--- config.mk ---
export PLATFORM = sky130hd
export DESIGN_NAME = if_stage_pipe
export DESIGN_NICKNAME = d
export VERILOG_FILES = /design/src/rtl/if_stage_pipe.sv
export SDC_FILE = /design/constraint.sdc
export NUM_CORES = 1
export LEC_CHECK = 0
export ABC_AREA = 1
export CAP_MARGIN = 10
export CORE_ASPECT_RATIO = 0.8
export CORE_MARGIN = 1.5
export CORE_UTILIZATION = 41
export DETAILED_ROUTE_END_ITERATION = 6
export PLACE_DENSITY = 0.84
export SLEW_MARGIN = 20
export SYNTH_ARGS = -nofsm -noshare
export SYNTH_HDL_FRONTEND = slang
export SYNTH_SLANG_ARGS = --single-unit
--- constraint.sdc ---
create_clock -name clk -period 10.2 [get_ports clk]
set_input_delay 2.04 -clock clk [delete_from_list [all_inputs] [get_ports clk]]
set_output_delay 2.04 -clock clk [all_outputs]
set_load 0.01 [all_outputs]
--- src/rtl/if_stage_pipe.sv ---
// Instruction-fetch stage: owns the PC, drives the imem address and registers the fetched word into IF/ID.
// Define IF_PERF_CNT_EN to build the saturating stall/flush perf counters; otherwise they read as zero.
module if_stage_pipe #(
  parameter int                    PC_WIDTH   = 64,
  parameter int                    INST_WIDTH = 32,
  parameter logic [PC_WIDTH-1:0]   RESET_PC   = 64'h0,
  parameter logic [INST_WIDTH-1:0] NOP_INST   = 32'h00000013
) (
  input  logic                  clk,
  input  logic                  reset,
  input  logic                  fetch_en,
  input  logic                  stall,
  input  logic                  branch_taken,
  input  logic [PC_WIDTH-1:0]   branch_target,
  output logic [PC_WIDTH-1:0]   imem_addr,
  input  logic [INST_WIDTH-1:0] imem_rdata,
  output logic [PC_WIDTH-1:0]   if_id_pc,
  output logic [INST_WIDTH-1:0] if_id_inst,
  output logic                  if_id_valid,
  output logic [31:0]           stall_cnt,
  output logic [31:0]           flush_cnt
);

  localparam logic [PC_WIDTH-1:0] PC_ZERO = {PC_WIDTH{1'b0}};
  localparam logic [PC_WIDTH-1:0] PC_STEP = PC_WIDTH'(3'd4);

  logic [PC_WIDTH-1:0]   pc_r;
  logic [PC_WIDTH-1:0]   if_id_pc_r;
  logic [INST_WIDTH-1:0] if_id_inst_r;
  logic                  if_id_valid_r;
  logic [PC_WIDTH-1:0]   redirect_pc_s;

  // Redirects are forced onto a word boundary.
  assign redirect_pc_s = {branch_target[PC_WIDTH-1:2], 2'b00};

  assign imem_addr   = pc_r;
  assign if_id_pc    = if_id_pc_r;
  assign if_id_inst  = if_id_inst_r;
  assign if_id_valid = if_id_valid_r;

  // PC and IF/ID update: redirect beats stall, stall beats fetch-disable.
  always_ff @(posedge clk or posedge reset) begin
    if (reset) begin
      pc_r          <= RESET_PC;
      if_id_pc_r    <= PC_ZERO;
      if_id_inst_r  <= NOP_INST;
      if_id_valid_r <= 1'b0;
    end else if (branch_taken) begin
      pc_r          <= redirect_pc_s;
      if_id_pc_r    <= PC_ZERO;
      if_id_inst_r  <= NOP_INST;
      if_id_valid_r <= 1'b0;
    end else if (stall) begin
      pc_r          <= pc_r;
      if_id_pc_r    <= if_id_pc_r;
      if_id_inst_r  <= if_id_inst_r;
      if_id_valid_r <= if_id_valid_r;
    end else if (!fetch_en) begin
      pc_r          <= pc_r;
      if_id_pc_r    <= PC_ZERO;
      if_id_inst_r  <= NOP_INST;
      if_id_valid_r <= 1'b0;
    end else begin
      pc_r          <= pc_r + PC_STEP;
      if_id_pc_r    <= pc_r;
      if_id_inst_r  <= imem_rdata;
      if_id_valid_r <= 1'b1;
    end
  end

`ifdef IF_PERF_CNT_EN
  logic [31:0] stall_cnt_r;
  logic [31:0] flush_cnt_r;

  // Saturating event counters; a redirect edge counts only as a flush.
  always_ff @(posedge clk or posedge reset) begin
    if (reset) begin
      stall_cnt_r <= 32'h0;
      flush_cnt_r <= 32'h0;
    end else if (branch_taken) begin
      stall_cnt_r <= stall_cnt_r;
      if (flush_cnt_r != 32'hFFFF_FFFF) begin
        flush_cnt_r <= flush_cnt_r + 32'd1;
      end else begin
        flush_cnt_r <= flush_cnt_r;
      end
    end else if (stall) begin
      flush_cnt_r <= flush_cnt_r;
      if (stall_cnt_r != 32'hFFFF_FFFF) begin
        stall_cnt_r <= stall_cnt_r + 32'd1;
      end else begin
        stall_cnt_r <= stall_cnt_r;
      end
    end else begin
      stall_cnt_r <= stall_cnt_r;
      flush_cnt_r <= flush_cnt_r;
    end
  end

  assign stall_cnt = stall_cnt_r;
  assign flush_cnt = flush_cnt_r;
`else
  assign stall_cnt = 32'h0;
  assign flush_cnt = 32'h0;
`endif

endmodule
==> results.md, run 1 <==
- Core Rows: 47
- CTS root buffer: clkbuf_16
- Met3 Wirelength: 3310 um
- Slew margin rel.: 0.374
- Fin crit period: 3.94 ns
- Peak VDD IR: 0.0930 mV
- Worst hold path depth: 2
- Worst Reg-to-Reg Cells: 7
- I/O pins: 326
- WL final: 30,900 um
- Maxcap violations: 0
- Chip Width: 167 um
- Synthesized area per cell: 7.81 um^2
- Final Slew Violations: 0
- Overflow after GRT: 0
- Post-synth ARST share: 1.00
- Failing checks: DRC
- CORE AREA: 0.0209 mm^2
- Period utilisation layout: 0.386
- DRC: 24
- Crit path launch type: primary input
- Synth Cell Area: 0.00880 mm^2
- Worst reg2reg setup slack: 7.97 ns
- DP Wirelength: 22,200 um
- Detailed router's first-iteration violation count: 943
- Final setup viols: 0
- Measured slew at the worst slew-check pin: 0.939 ns
- Avg WL per Cell: 18.8 um
- Pre-antenna DRT Iters: 7
- Largest net degree at the start of global routing: 82
- NumNets Final: 1,470
- Clock Tree Buf Depth: 2
- Met2 Routed Length: 13,600 um
- WHS Endpoint: if_id_pc[10]
- Starting Density: 0.422
- Total number of vias: 8,763
- Synth Register Bits: 158
- Hold Slack: 0.482 ns
- Share of layout cells above drive strength 1: 0.0659
- Die Height: 134 um
- Post-synth top cells: nand2_1 (299), dfrtp_1 (155), nor2_1 (117)
- CTS tree: done
- Antenna diodes: 0
- First-pass GRT wire length: 47,000 um
- Most common cell in the netlist: nand2_1
- Vias in the first global route: 8,218
- Via density: 5.31
- Cell mode on critical path: inv_2
- Unrepaired setup endpoints after global routing: false
- Hold bufs inserted after CTS: 0
- IO Port Bufs: 257
- Worst path required time: 10.49 ns
- PostCTS Resize Cnt: 0
- Crit-path cells: clkdlybuf4s50_1, inv_2, nand2_2, inv_2, nor2_4, inv_2, o21ai_0, a31oi_1, o31ai_1
- Largest cells by area after synthesis: dfrtp_1 (44%), nand2_1 (13%), buf_4 (5.8%)
- Ys Warns: 0
- Critical register-to-register path endpoint: imem_addr[55]
- CTS H-tree lvls: 4
- Initial antenna violation count: 1
- Post-synth top flop: dfrtp_1
- Buf/Inv on CP: 4
- Crit path DAT: 4.23 ns
- Min-delay src: if_id_pc[10]
- Clock Latency Late Sink: 0.43 ns
- Post-route antenna net violation count: 0
- Worst-path clk slew: 0.07 ns
- Largest area contributor in the netlist: dfrtp_1
- Synth top area share: 0.441
- Worst Skew: 0.0141 ns
- M1 wire length: 13,200 um
- Pwr Total: 0.00173 W
- Num CTS Buffers: 17
- Hold Crit Class: flop to flop
- # Post-CTS Setup Buffers: 0
- GRT Util Overall: 0.276
- Outcome: complete, but fails checks
- Crit path largest cell delay: 0.63 ns
- Cell family with most CP delay: buffers and inverters
- Final Hold Viols: 0
- Slowest stage cell on the critical path: inv_2
- Crit end category: flop
- Synth Instances: 1,128
- Die area: 0.0224 mm^2
- CTS Sinks: 158
- Setup TNS: 0 ns
- GPL Wtd Cong: 0.934
- Leakage: 5.34 nW
- Sequential fraction of the synthesis area: 0.449
- Max Used Layer: met5
- Area growth, synth to finish: 35.7%
- CP Class: primary input to flop
- Yosys cell types: 44
- P per Cell Area: 145 mW/mm^2
- Maximum fanout along the worst path: 40
- Critical R2R Launch: imem_addr[27]
- Max Clk Rate: 0.254 GHz
- EDFF count, synth: 0
-- worst max path at each step --
stage                     startpoint        endpoint  cells past startpoint
after global routing           stall   imem_addr[19]                      9
after global placement         stall   imem_addr[55]                      8
after detailed placement       stall   imem_addr[19]                      9
after floorplan                reset  if_id_inst[10]                      1
final                          stall   imem_addr[19]                      9
after CTS                      stall   imem_addr[19]                      9
-- worst reg2reg max path, cell delays in order, from the launching register on --
cell	delay (ns)
dfrtp_1	0.56
nand2_1	0.14
nor2_1	0.25
nand3_1	0.22
nor3_1	0.59
nand3_1	0.16
nand3_1	0.10
nand3b_1	0.08
-- flip-flops by register name (all words and copies together) (netlist names) --
| name | count |
|---|---|
| if_id_inst | 32 |
| imem_addr | 62 |
| if_id_pc | 63 |
| if_id_valid | 1 |
-- cells in the final DEF (no fill, tap or decap), types with 4 or more instances in the layout --
cell type / netlist / routed
a22o_1: 32 / 32
a31oi_1: 5 / 5
buf_4: 68 / 7
nand2_2: 10 / 10
nand2_4: 4 / 4
a21oi_1: 5 / 5
nand3b_1: 12 / 12
clkbuf_16: 0 / 17
o2111ai_1: 5 / 5
nor2_4: 10 / 12
conb_1: 1 / 66
inv_8: 0 / 4
nor2_2: 11 / 9
nor2_1: 117 / 117
o211ai_1: 12 / 12
nand2_1: 299 / 299
inv_2: 7 / 7
xor2_1: 11 / 11
a32o_1: 4 / 4
nand4_1: 24 / 24
o21ai_0: 86 / 86
o21ai_1: 5 / 5
nand3_1: 67 / 67
inv_1: 103 / 102
dfrtp_1: 155 / 155
o221ai_1: 5 / 5
clkdlybuf4s50_1: 0 / 256
nor3_1: 6 / 6
clkinv_4: 0 / 4
-- metrics by stage --
stage	util	setup slack (ns)	cell area, um^2	instances
2_1_floorplan	-	3.90	9050	1193
3_3_place_gp	0.543	5.89	11300	1618
3_5_place_dp	0.543	5.81	11300	1618
4_1_cts	0.572	6.27	11900	1650
5_1_grt	0.572	6.12	12000	1650
6_report	0.572	6.26	12000	1650
-- per-layer routing --
metal / track usage / vias up
met5: 0 / -
li1: - / 4025
met4: 0.0944 / 2
met2: 0.423 / 507
met3: 0.0735 / 55
met1: 0.379 / 4174
-- power breakdown --
group	internal (W)	switching (W)	leakage (nW)	total [W]
logic	0.000152	0.000179	3.00	0.000331
clock network	0.000371	0.000298	0.295	0.000670
registers	0.000670	0.0000600	2.05	0.000730
-- layout make-up --
type,instances,area (um^2)
flip-flops and latches,158,3960
well taps,269,337
fillers,1901,8920
clock inverters,14,178
inverters,110,418
multi-input cells,816,4000
repair buffers,265,2630
clock buffers,18,429
-- cells by family (layout without fill, tap and decap cells) --
| logic type | Yosys count | after routing | share of synthesized area |
|---|---|---|---|
| flops | 158 | 158 | 0.449 |
| xor+xnor | 12 | 12 | 0.0119 |
| other cells | 1 | 66 | 0.000426 |
| buf+inv | 219 | 407 | 0.125 |
| compound gates | 169 | 169 | 0.124 |
| fa+ha+maj | 1 | 1 | 0.00142 |
| simple gates | 568 | 568 | 0.288 |
Power figures use the tool's default switching activity.
==> inputs of run 2 (changes only) <==
- clock period: 10.2 -> 3.7 ns (I/O delays scaled with it)
==> run 2 against run 1 <==
The flow still finishes with violations (DRC). Total power rose to 2.7 times the previous value. Via count down 0.55%. Register-to-register slack worse by 6.5 ns. Clock-buffer cell count up 2.
==> results.md, run 2 (synthesis results as in run 1) <==
- CP Capture Point: imem_addr[42] (was imem_addr[19])
- Failing checks: DRC (unchanged)
- Avg WL per Cell: 19.0 um (was 18.8 um)
- Vias in the first global route: 8,483 (was 8,218)
- Psw: 0.00143 W (was 0.000537 W)
- First-pass GRT wire length: 48,700 um (was 47,000 um)
- PostCTS Resize Cnt: 0 (unchanged)
- Antenna diodes: 0 (unchanged)
- DRC: 29 (was 24)
- Chip Width: 167 um (unchanged)
- Via density: 5.26 (was 5.31)
- CTS tree: done (unchanged)
- CTS root buffer: clkbuf_16 (unchanged)
- Crit path launch type: primary input (unchanged)
- Area growth, synth to finish: 36.4% (was 35.7%)
- Peak VDD IR: 0.249 mV (was 0.0930 mV)
- Final core utilization: 0.575 (was 0.572)
- GPL Wtd Cong: 0.925 (was 0.934)
- Worst path required time: 4.01 ns (was 10.49 ns)
- Crit path DAT: 2.81 ns (was 4.23 ns)
- Total number of vias: 8,715 (was 8,763)
- I/O pins: 326 (unchanged)
- Core Rows: 47 (unchanged)
- CP startpoint: stall (unchanged)
- Final Hold Viols: 0 (unchanged)
- Detailed router's first-iteration violation count: 901 (was 943)
- Worst Reg-to-Reg Cells: 7 (unchanged)
- # Post-CTS Setup Buffers: 0 (unchanged)
- Most common cell after layout, fill and taps aside: nand2_1 (unchanged)
- GRT Util Overall: 0.283 (was 0.276)
- CTS H-tree lvls: 4 (unchanged)
- Critical register-to-register path endpoint: imem_addr[55] (unchanged)
- Die area: 0.0224 mm^2 (unchanged)
- Maxcap violations: 0 (unchanged)
- Critical R2R Launch: imem_addr[27] (unchanged)
- Max Clk Rate: 0.400 GHz
- DP Wirelength: 23,800 um (was 22,200 um)
- Post-route antenna net violation count: 0 (unchanged)
- Setup TNS: 0 ns (unchanged)
- Worst Skew: 0.0101 ns (was 0.0141 ns)
- Most frequent cells in the layout: nand2_1 (299), clkdlybuf4s50_1 (256), dfrtp_1 (155) (unchanged)
- CP Class: primary input to flop (unchanged)
- Clock Tree Buf Depth: 2 (unchanged)
- Dpl ws: 0.788 ns (was 5.81 ns)
- Num CTS Buffers: 17 (unchanged)
- Final setup viols: 0 (unchanged)
- Measured slew at the worst slew-check pin: 0.943 ns (was 0.939 ns)
- Largest net degree at the start of global routing: 106 (was 82)
- Clock Latency Late Sink: 0.43 ns (about the same)
- Crit end category: flop (unchanged)
- P_int: 0.00328 W (was 0.00119 W)
- Pwr Total: 0.00470 W (was 0.00173 W)
- Slew margin rel.: 0.371 (was 0.374)
- Die Height: 134 um (unchanged)
- Unrepaired setup endpoints after global routing: false (unchanged)
- NumNets Final: 1,478 (was 1,470)
- Worst-path clk slew: 0.06 ns (was 0.07 ns)
- Fillers: 1,899 (was 1,901)
- Share of layout cells above drive strength 1: 0.0698 (was 0.0659)
- Final Slew Violations: 0 (unchanged)
- Final WS setup: 1.20 ns (was 6.26 ns)
- Initial antenna violation count: 0 (was 1)
- Combinational Power Share: 0.196 (was 0.191)
- Outcome: complete, but fails checks (unchanged)
- Maximum fanout along the worst path: 21 (was 40)
- IO Port Bufs: 257 (unchanged)
- Period utilisation layout: 0.676
- Clk network pwr share: 0.376 (was 0.387)
- CTS Sinks: 158 (unchanged)
- CORE AREA: 0.0209 mm^2 (unchanged)
- WL final: 31,500 um (was 30,900 um)
- Sw Ratio: 0.303 (was 0.311)
- Worst reg2reg setup slack: 1.47 ns (was 7.97 ns)
- Hold Crit Class: flop to flop (unchanged)
- Leakage: 5.36 nW (was 5.34 nW)
- Starting Density: 0.422 (unchanged)
- Max FFs per register: 63 (unchanged)
- Fin crit period: 2.50 ns
- Sequential power share: 0.428 (was 0.422)
- Pre-antenna DRT Iters: 7 (unchanged)
- P per Cell Area: 392 mW/mm^2 (was 145 mW/mm^2)
- Hold bufs inserted after CTS: 0 (unchanged)
- Overflow after GRT: 0 (unchanged)
==> run 2: stage by stage <==
stage               hold WS, ns  instance area, um^2  instances
floorplan                 0.516                 9050       1193
global placement          0.466                11400       1626
detailed placement        0.466                11400       1626
CTS                       0.483                12000       1658
global route              0.506                12000       1658
finish                    0.481                12000       1658
==> run 2: critical path, cell delays in order <==
cell	delay, ns
clkdlybuf4s50_1	0.51
inv_2	0.13
nand2_2	0.13
inv_2	0.22
nor2_2	0.07
inv_2	0.38
buf_4	0.29
o21ai_0	0.09
a31oi_1	0.15
nand2_1	0.08
==> run 2: worst min-delay path by stage <==
stage,startpoint,end,slack (ns),cells past startpoint
after global routing,if_id_valid,if_id_valid,0.51,2
final,if_id_pc[10],if_id_pc[10],0.48,2
after CTS,if_id_pc[10],if_id_pc[10],0.48,2
after global placement,if_id_pc[10],if_id_pc[10],0.47,2
after floorplan,if_id_pc[10],if_id_pc[10],0.52,2
after detailed placement,if_id_pc[10],if_id_pc[10],0.47,2
==> run 2: area by class of cell <==
cell class	count	area [um^2]	area share
Clock inverter	12	138	0.0115
Tap cell	269	337	0.0280
Timing Repair Buffer	273	2730	0.227
Inverter	110	417	0.0347
Clock buffer	20	437	0.0364
Multi-Input combinational cell	816	4000	0.333
Sequential cell	158	3960	0.330
==> run 2: routing by layer <==
metal / track usage / vias up / wire (um)
li1: - / 4040 / -
met1: 0.387 / 4201 / 13600
met2: 0.444 / 433 / 14100
met3: 0.0738 / 41 / 2960
met4: 0.0783 / 0 / 750
met5: 0 / - / 0
==> run 2: power by group through the flow <==
stage | clock, W | sequential, W | combinational, W
6_report | 0.00177 | 0.00201 | 0.000922
5_1_grt | 0.00186 | 0.00203 | 0.00100
4_1_cts | 0.00178 | 0.00201 | 0.000923
3_5_place_dp | 0 | 0.00204 | 0.000917
3_3_place_gp | 0 | 0.00203 | 0.000903
2_1_floorplan | 0 | 0.00205 | 0.000424
